## src/rtl/oddrx2_tx_pkg.sv

```systemverilog
// Shared types and constants for the ODDRX2E transmit gearbox.
package oddrx2_tx_pkg;

    localparam int WORD_W = 8;
    localparam int LANE_W = 4;

    // Training / idle word; its nibble-swap differs, so the far end can find word alignment.
    localparam logic [WORD_W-1:0] SYNC_WORD_DEF = 8'hA5;

    typedef enum logic {
        TRAIN = 1'b0,
        DATA  = 1'b1
    } tx_state_e;

endpackage : oddrx2_tx_pkg

```

## src/rtl/oddrx2_tx_gearbox.sv

```systemverilog
// 8:4 transmit gearbox: turns a byte stream into nibbles for ODDRX2E D0..D3,
// with training bursts after reset / on request and SYNC_WORD idle fill.
module oddrx2_tx_gearbox
    import oddrx2_tx_pkg::*;
#(
    parameter logic [WORD_W-1:0] SYNC_WORD  = SYNC_WORD_DEF,
    parameter int                TRAIN_LEN  = 16,
    parameter int                IDLE_CNT_W = 16
) (
    input  logic                  sclk,
    input  logic                  rst_n,
    input  logic [WORD_W-1:0]     in_data,
    input  logic                  in_valid,
    output logic                  in_ready,
    input  logic                  train_start,
    output logic                  train_busy,
    output logic [LANE_W-1:0]     d_out,
    output logic                  idle_pulse,
    output logic [IDLE_CNT_W-1:0] idle_count
);

    // Boundary-load count at which the burst is complete (entry word + TRAIN_LEN-1 loads).
    localparam logic [7:0] TRAIN_LAST = 8'(TRAIN_LEN - 2);

    logic                  phase_q,      phase_d;
    logic [WORD_W-1:0]     cur_word_q,   cur_word_d;
    logic [LANE_W-1:0]     d_out_q,      d_out_d;
    tx_state_e             state_q,      state_d;
    logic [7:0]            train_cnt_q,  train_cnt_d;
    logic                  train_pend_q, train_pend_d;
    logic                  idle_pulse_q, idle_pulse_d;
    logic [IDLE_CNT_W-1:0] idle_count_q, idle_count_d;

    // Next-state: nibble launch every edge, word reload only on the high-nibble (phase 1) edge.
    always_comb begin
        // NOTE: every variable gets a default first so no path leaves it unassigned (no latches).
        phase_d      = ~phase_q;
        d_out_d      = phase_q ? cur_word_q[WORD_W-1:LANE_W] : cur_word_q[LANE_W-1:0];
        cur_word_d   = cur_word_q;
        state_d      = state_q;
        train_cnt_d  = train_cnt_q;
        train_pend_d = train_pend_q;
        idle_pulse_d = 1'b0;
        idle_count_d = idle_count_q;

        // A request while sending data is remembered until the next boundary; in TRAIN it is dropped.
        if (state_q == DATA && train_start) begin
            train_pend_d = 1'b1;
        end

        if (phase_q) begin
            case (state_q)
                TRAIN: begin
                    cur_word_d = SYNC_WORD;
                    if (train_cnt_q == TRAIN_LAST) begin
                        state_d     = DATA;
                        train_cnt_d = '0;
                    end else begin
                        train_cnt_d = train_cnt_q + 8'd1;
                    end
                end
                DATA: begin
                    if (train_pend_q) begin
                        cur_word_d   = SYNC_WORD;
                        state_d      = TRAIN;
                        train_cnt_d  = '0;
                        train_pend_d = 1'b0;
                    end else if (in_valid) begin
                        cur_word_d = in_data;
                    end else begin
                        cur_word_d   = SYNC_WORD;
                        idle_pulse_d = 1'b1;
                        if (idle_count_q != '1) begin
                            idle_count_d = idle_count_q + IDLE_CNT_W'(1);
                        end
                    end
                end
                default: state_d = TRAIN;
            endcase
        end
    end

    // State register with synchronous active-low reset; reset abandons any partial word.
    always_ff @(posedge sclk) begin
        // NOTE: non-blocking assignments so every flop samples pre-edge values.
        if (!rst_n) begin
            phase_q      <= 1'b0;
            cur_word_q   <= SYNC_WORD;
            d_out_q      <= '0;
            state_q      <= TRAIN;
            train_cnt_q  <= '0;
            train_pend_q <= 1'b0;
            idle_pulse_q <= 1'b0;
            idle_count_q <= '0;
        end else begin
            phase_q      <= phase_d;
            cur_word_q   <= cur_word_d;
            d_out_q      <= d_out_d;
            state_q      <= state_d;
            train_cnt_q  <= train_cnt_d;
            train_pend_q <= train_pend_d;
            idle_pulse_q <= idle_pulse_d;
            idle_count_q <= idle_count_d;
        end
    end

    // Handshake and status are decoded from registers only.
    always_comb begin
        in_ready   = phase_q & (state_q == DATA) & ~train_pend_q;
        train_busy = (state_q == TRAIN) | train_pend_q;
        d_out      = d_out_q;
        idle_pulse = idle_pulse_q;
        idle_count = idle_count_q;
    end

endmodule : oddrx2_tx_gearbox
```

## config.mk

```make
export PLATFORM = sky130hd
export DESIGN_NAME = oddrx2_tx_gearbox
export DESIGN_NICKNAME = d
export VERILOG_FILES = /design/src/rtl/oddrx2_tx_pkg.sv /design/src/rtl/oddrx2_tx_gearbox.sv
export SDC_FILE = /design/constraint.sdc
export NUM_CORES = 1
export LEC_CHECK = 0
export CAP_MARGIN = 40
export CORE_MARGIN = 5
export CORE_UTILIZATION = 40
export DETAILED_ROUTE_END_ITERATION = 10
export PLACE_DENSITY = 0.6
export REMOVE_ABC_BUFFERS = 1
export SLEW_MARGIN = 0
export SYNTH_ARGS = -nofsm -noshare
export SYNTH_HDL_FRONTEND = slang
export SYNTH_SLANG_ARGS = --single-unit
```

## constraint.sdc

```tcl
create_clock -name sclk -period 3.37 [get_ports sclk]
set_clock_uncertainty 0.15 [all_clocks]
set_input_delay 1.011 -clock sclk [delete_from_list [all_inputs] [get_ports sclk]]
set_output_delay 1.011 -clock sclk [all_outputs]
set_load 0.01 [all_outputs]
```

---- Word-level counts from Yosys, hierarchy flattened ----
Index checks and enable logic that the tools add are counted.
word-level totals
  bits in writable memories ............... 0
  memories kept ........................... 0
  register bits after elaboration ......... 40
  latch bits .............................. 0
  bits of input ports ..................... 12
  memory bits (read-only) ................. 0
cells by class
  reductions and logical operators ........ 4
  bitwise operators ....................... 8
  muxes and demuxes ....................... 15
  multiply operators ...................... 0
  div/mod/pow operators ................... 0
  equality and inequality tests ........... 3
  shift-type cells ........................ 0
  $lt $le $gt $ge ......................... 0
  add/subtract/negate cells ............... 2
operator list
  kind                     number
  $mux W8                  4
  $pmux W8 S2              2
  $add A16 B1 Y16 const B  1
  $ne A16 B16 Y1 const B   1
  $add A8 B1 Y8 const B    1
  $eq A8 B4 Y1 const B     1
  $mux W1                  7
  $not A1 Y1               5
  $reduce_and A5 Y1        1
  $mux W4                  1
  $reduce_or A4 Y1         1
  $and A1 B1 Y1            2
  $ne A2 B1 Y1 const B     1
  $pmux W1 S2              1
  $reduce_and A2 Y1        1
  $logic_and A1 B1 Y1      1
  $or A1 B1 Y1             1

---- Logic depth before layout (Yosys ltp) ----
Gate-level depths: netlist of the first run.
  depth in word-level cells ............... 5
  mapped depth ............................ 6
  depth with buffers taken out ............ 5

---- Least setup slack after synthesis of the first run ----
OpenSTA, ideal clock, no wires.
  path type ............................... input-to-reg
  from .................................... input in_valid
  to ...................................... register idle_count_q[3], in the netlist idle_count[3]
  cell stages on the path ................. 3
  data required time ...................... 3.147 ns
  buffers on the path ..................... 0
  data arrival time ....................... 1.986 ns
  slack ................................... 1.161 ns
  library setup time ...................... 0.073 ns
  cell sequence ........................... or4b_4 > or3_1 > a21oi_1
between the ends
  word-level cells in the longest chain between the ends .. 2
RTL lines
  item                         line                      RTL
  from (decl)                  oddrx2_tx_gearbox.sv:13   input logic in_valid,
  $not A1 Y1 (no line)         n/a
  $reduce_and A5 Y1 (no line)  n/a
  to (signal assigned)         oddrx2_tx_gearbox.sv:103  idle_count_q <= idle_count_d;
  to (decl)                    oddrx2_tx_gearbox.sv:32   logic [IDLE_CNT_W-1:0] idle_count_q, idle_count_d;
No other way between the ends.
A chain may end at the register's enable or synchronous reset.

---- Worst setup path after layout of the first run ----
  from .................................... register state_q
  to ...................................... output in_ready
between the ends
  word-level cells in the longest chain between the ends .. 2
RTL lines
  item                         line                      RTL
  from (decl)                  oddrx2_tx_gearbox.sv:28   tx_state_e state_q, state_d;
  from (signal assigned)       oddrx2_tx_gearbox.sv:99   state_q <= state_d;
  $and A1 B1 Y1 (2 in series)  oddrx2_tx_gearbox.sv:109  in_ready = phase_q & (state_q == DATA) & ~train_pend_q;
  to (decl)                    oddrx2_tx_gearbox.sv:14   output logic in_ready,
No other way between the ends.

==> results of run 1 <==
==> flip-flops by register name, indices dropped and copies added, names as in the netlist <==
signal,flops
idle_pulse,1
cur_word_q,8
idle_count,16
d_out,4
phase_q,1
state_q,1
train_cnt_q,8
train_pend_q,1
==> cell usage in the layout (no fill, tap or decap), types with 5 or more instances in the layout <==
cell,n
a31oi_1,7
mux2i_1,5
inv_1,6
clkbuf_8,6
a21oi_1,16
nand2b_1,5
clkdlybuf4s50_1,34
nand2_1,19
nand3b_1,5
nand4_1,8
or4_1,5
nor4_1,5
o31ai_1,5
nand3_1,10
o21ai_0,8
nor2_1,14
and3_1,5
dfxtp_1,40
==> cell families (layout without fill, tap and decap cells) <==
logic type | after synthesis | count (layout) | synth area share
and+or+nand+nor | 103 | 103 | 0.322
AOI/OAI and AO/OA | 47 | 47 | 0.154
DFF | 40 | 40 | 0.426
buffers and inverters | 16 | 54 | 0.0379
muxes | 5 | 5 | 0.0266
adders and majority gates | 3 | 3 | 0.0199
xor gates and xnor gates | 3 | 3 | 0.0140
==> path summary, 6_finish.rpt <==
kind                        from            end  slack (ns)  cells after the start
setup reg to reg  idle_count[10]  idle_count[6]        1.41                      4
hold / removal     cur_word_q[4]  cur_word_q[4]        0.32                      1
hold reg to reg    cur_word_q[4]  cur_word_q[4]        0.32                      1
setup / recovery         state_q       in_ready        0.52                      3
==> worst max-delay path: stages (launching register included) <==
cell             delay, ns
dfxtp_1               0.54
nand2_1               0.16
nor2_1                0.14
clkdlybuf4s50_1       0.56
==> power groups by stage <==
stage | clock [mW] | sequential (mW) | combinational [mW]
2_1_floorplan | 0 | 0.497 | 0.0189
3_3_place_gp | 0 | 0.493 | 0.0577
3_5_place_dp | 0 | 0.493 | 0.0583
4_1_cts | 0.424 | 0.482 | 0.0583
5_1_grt | 0.452 | 0.483 | 0.0629
6_report | 0.415 | 0.482 | 0.0575
==> cell type report <==
cell class / instances / area share
clock buffers: 6 / 0.0343
clock inverters: 2 / 0.0161
inverters: 7 / 0.0109
multi-input cells: 161 / 0.420
flip-flops and latches: 40 / 0.333
well taps: 54 / 0.0281
repair buffers: 39 / 0.158
==> per-layer routing <==
layer	vias up	global-route usage	part of all wire
li1	883	-	-
met5	-	0	0
met3	6	0.0436	0.056
met2	41	0.239	0.47
met4	0	0.0490	0.016
met1	812	0.169	0.46
==> through the flow <==
| step | setup WS (ns) | area, um^2 | hold WS (ns) | utilization |
|---|---|---|---|---|
| finish | 0.522 | 2410 | 0.322 | 0.520 |
| global route | 0.407 | 2410 | 0.340 | 0.520 |
| CTS | 0.504 | 2410 | 0.325 | 0.520 |
| detailed placement | 0.543 | 2280 | 0.306 | 0.494 |
| global placement | 0.554 | 2270 | 0.316 | 0.491 |
| floorplan | 1.16 | 1840 | 0.292 | - |
==> out/metrics.cfg, run 1 <==
[sta]
period_needed_ns=2.85
hold_viol=0
slew_viol_final=0
rsz0062_at_grt=no
period_share=0.845
setup_viol=0
setup_tns_ns=0
max_freq_ghz=0.351
max_slew.worst_pin.slew_ns=0.818
max_slew_margin=0.447

[global_routing]
grt_pass1_wl_um=6950
grt_max_degree=23
grt_usage=0.141
grt_pass1_vias=1541
antenna_found_initial=0
grt.overflow.total=0

[drt]
drt_iter0_drc=88
drc=0
antenna_left=0
totalWireLength_um=4400
vias=1742
drtPass1Iterations=4
viasPerCell=5.64
wl_per_cell_um=14.2

[finish]
areaGrowthSynthToFinish_pct=27.9
layout.nets=269
multiInputGateArea_mm2=0.00101
final-seq-area_um2=801
drive_gt1_frac=0.0667
final_cell_count_no_fill=309
antenna_cells=0
nFillCells=435

[placement]
dp_cells=301
detailed_place_hpwl_um=3180
port_buffers=34
globalplace.congestion=0.873

[cts]
clock-root-buffer=clkbuf_8
cts_resized=0
cts_buffers=5
cts_buffer_depth=2
clock-sinks=40
htree_levels=2
cts_hold_buf=0
clk_pin_slew_ns=0.08
cts_tree=yes
worst_skew_pair.late_latency_ns=0.29
cts_setup_buffers=0

[logic_synthesis]
synth_area_leaders=dfxtp_1 (43%), a21oi_1 (4.3%), nand2_1 (3.8%)
syn_inst=217
ys_warn_count=0
synth_most_common_cell=dfxtp_1
synth_common_cells=dfxtp_1 (40), nand2_1 (19), a21oi_1 (16), nor2_1 (14), nand3_1 (10)
ys.flop_type=dfxtp_1
synth_cell_types=43
synth_edf_count=0
yosysTopAreaCell=dfxtp_1
ys_seq_area_frac=0.426
synth_top_area_frac=0.426
ys_seq_elements=40
syn_avg_cell_area_um2=8.67
async_flop_share=0
synth_area_mm2=0.00188

[pwr]
totalPowerFinal_uw=954
clockPowerShare=0.435
p_switching_uw=206
p_per_area_mw_per_mm2=397
p_leak_nw=0.826
switching_share=0.216
intPower_uw=748
ir_drop_mv=0.269
pwr-share-seq=0.505
power_frac_comb=0.060

[worst_setup_path]
critical_path_class=reg2out
endpoint_kind=output port
required_ns=2.21
timing.critical_path.from_type=flip-flop
worstPathArrival_ns=1.69
crit_fanout=10

[die]
rows=25
die_h_um=78.6
die_w_um=78.6
core_area_mm2=0.00463
dieArea_mm2=0.00618
pin_count=35
initial_utilization=0.406

[status]
outcome=finished, final reports clean

[hold_path]
hold_class=reg2reg

[job]
drv_cap=0

Power figures use the tool's default switching activity.
==> run 2: changes to the inputs <==
--- a/config.mk
+++ b/config.mk
@@ -9,7 +9,7 @@
 export CORE_MARGIN = 5
 export CORE_UTILIZATION = 40
 export DETAILED_ROUTE_END_ITERATION = 10
-export PLACE_DENSITY = 0.6
+export PLACE_DENSITY = 0.62
 export REMOVE_ABC_BUFFERS = 1
 export SLEW_MARGIN = 0
 export SYNTH_ARGS = -nofsm -noshare
==> constraint.sdc (replaced) <==
create_clock -name sclk -period 2.4 [get_ports sclk]
set_clock_uncertainty 0.15 [all_clocks]
set_input_delay 0.72 -clock sclk [delete_from_list [all_inputs] [get_ports sclk]]
set_output_delay 0.72 -clock sclk [all_outputs]
set_load 0.01 [all_outputs]
==> run 2 against run 1 <==
Core utilization increased by 1.4 points. Sequential share of layout area fell by 0.77 points. Non-clock buffer count increased by 10. Register-to-register slack worse by 0.86 ns. Worst hold slack improved by 0.0040 ns. Cell area up 2.7%. Critical path depth is 1 lower. Sequential power grew 40%. Clock power grew 33%. Cell count up 3.2%. Routed wire length rose by 1.7%.
==> out/metrics.cfg, run 2 (synthesis gave the netlist of run 1 again) <==
[status]
outcome=finished, final reports clean

[global_routing]
grt_pass1_vias=1663
grt_pass1_wl_um=7820
antenna_found_initial=0
grt_usage=0.157
grt_max_degree=23
grt.overflow.total=0

[pwr]
p_switching_uw=294
intPower_mw=1.02
p_leak_nw=0.869
pwr-share-seq=0.515
switching_share=0.224
ir_drop_mv=0.324
power_frac_comb=0.064
clockPowerShare=0.421
p_per_area_mw_per_mm2=532

[drt]
drtPass1Iterations=4
wl_per_cell_um=14.0
totalWireLength_um=4470
drt_iter0_drc=62
drc=0
viasPerCell=5.51
vias=1757
antenna_left=0

[placement]
pre_cts_ws_ns=-0.0688
port_buffers=34
globalplace.congestion=0.852
detailed_place_hpwl_um=3320

[hold_path]
hold_class=reg2reg

[sta]
period_needed_ns=2.32
rsz0062_at_grt=no
setup_viol=0
period_share=0.966
hold_viol=0
max_slew_margin=0.597
slew_viol_final=0
max_slew.worst_pin.slew_ns=0.600
setup_tns_ns=0
timing.final.ws_setup_ns=0.0821
max_freq_ghz=0.431

[cts]
cts_buffer_depth=2
cts_buffers=5
clock-root-buffer=clkbuf_8
worst_skew_pair.late_latency_ns=0.29
htree_levels=2
clock-sinks=40
cts_setup_buffers=0
clk_pin_slew_ns=0.08
cts_tree=yes

[finish]
drive_gt1_frac=0.109
final_util=0.534
areaGrowthSynthToFinish_pct=31.3
nFillCells=448
antenna_cells=0
multiInputGateArea_mm2=0.00101
layout_common_cells=dfxtp_1 (38), clkdlybuf4s50_1 (34), nand2_1 (19), a21oi_1 (16), buf_4 (15)
largest_reg_flops=16
layout.nets=279
final_common_cell=dfxtp_1
final-seq-area_um2=803

[worst_setup_path]
worstPathArrival_ns=1.45
required_ns=1.53
critical_path_class=reg2out
crit_fanout=8
endpoint_kind=output port
timing.critical_path.from_type=flip-flop

[job]
drv_cap=0

[die]
die_w_um=78.6
dieArea_mm2=0.00618
rows=25
initial_utilization=0.406
die_h_um=78.6
pin_count=35
core_area_mm2=0.00463

[run 2: what timing repair did]
item / in CTS / in global routing
resized for setup: 1 / 1
setup endpoints to repair: 1 / 1
hold buffers: 0 / 0
pin swaps: 0 / 0
[run 2: critical path: stages (launching register included)]
cell             delay [ns]
dfxtp_2                0.40
nand2b_4               0.20
clkdlybuf4s50_1        0.55
[run 2: area by class of cell]
| type | count | area share |
|---|---|---|
| Clock buffer | 5 | 0.0278 |
| Clock inverter | 3 | 0.0172 |
| Timing Repair Buffer | 49 | 0.183 |
| Tap cell | 54 | 0.0273 |
| Sequential cell | 40 | 0.325 |
| Inverter | 7 | 0.0106 |
| Multi-Input combinational cell | 161 | 0.409 |
[run 2: layer usage]
metal  track usage  vias to the layer above  share of wire  routed length [um]
met2         0.262                       27           0.47                2110
li1              -                      904              -                   -
met5             0                        -              0                   0
met4        0.0472                        0          0.013                  56
met1         0.201                      819           0.48                2140
met3        0.0333                        7          0.037                 166
[run 2: metrics by stage]
step	total power [mW]	cell area [um^2]	std cells	hold WS (ns)
finish	1.32	2470	319	0.326
global route	1.37	2470	319	0.359
CTS	1.33	2470	319	0.328
detailed placement	0.778	2360	311	0.308
global placement	0.778	2360	311	0.305
floorplan	0.725	1840	208	0.292
[run 2: power groups by stage]
| stage | logic, mW | registers [mW] | clock network (mW) |
|---|---|---|---|
| final | 0.0843 | 0.677 | 0.554 |
| after global routing | 0.0937 | 0.679 | 0.602 |
| after CTS | 0.0857 | 0.677 | 0.565 |
| after detailed placement | 0.0852 | 0.693 | 0 |
| after global placement | 0.0851 | 0.693 | 0 |
| after floorplan | 0.0265 | 0.698 | 0 |
[run 2: worst paths after layout]
kind / start / endpoint / slack [ns] / cells past startpoint
worst min-delay path: cur_word_q[4] / cur_word_q[4] / 0.33 / 1
worst min register to register: cur_word_q[4] / cur_word_q[4] / 0.33 / 1
worst max register to register: phase_q / idle_count[3] / 0.55 / 5
worst max-delay path: train_pend_q / train_busy / 0.08 / 2
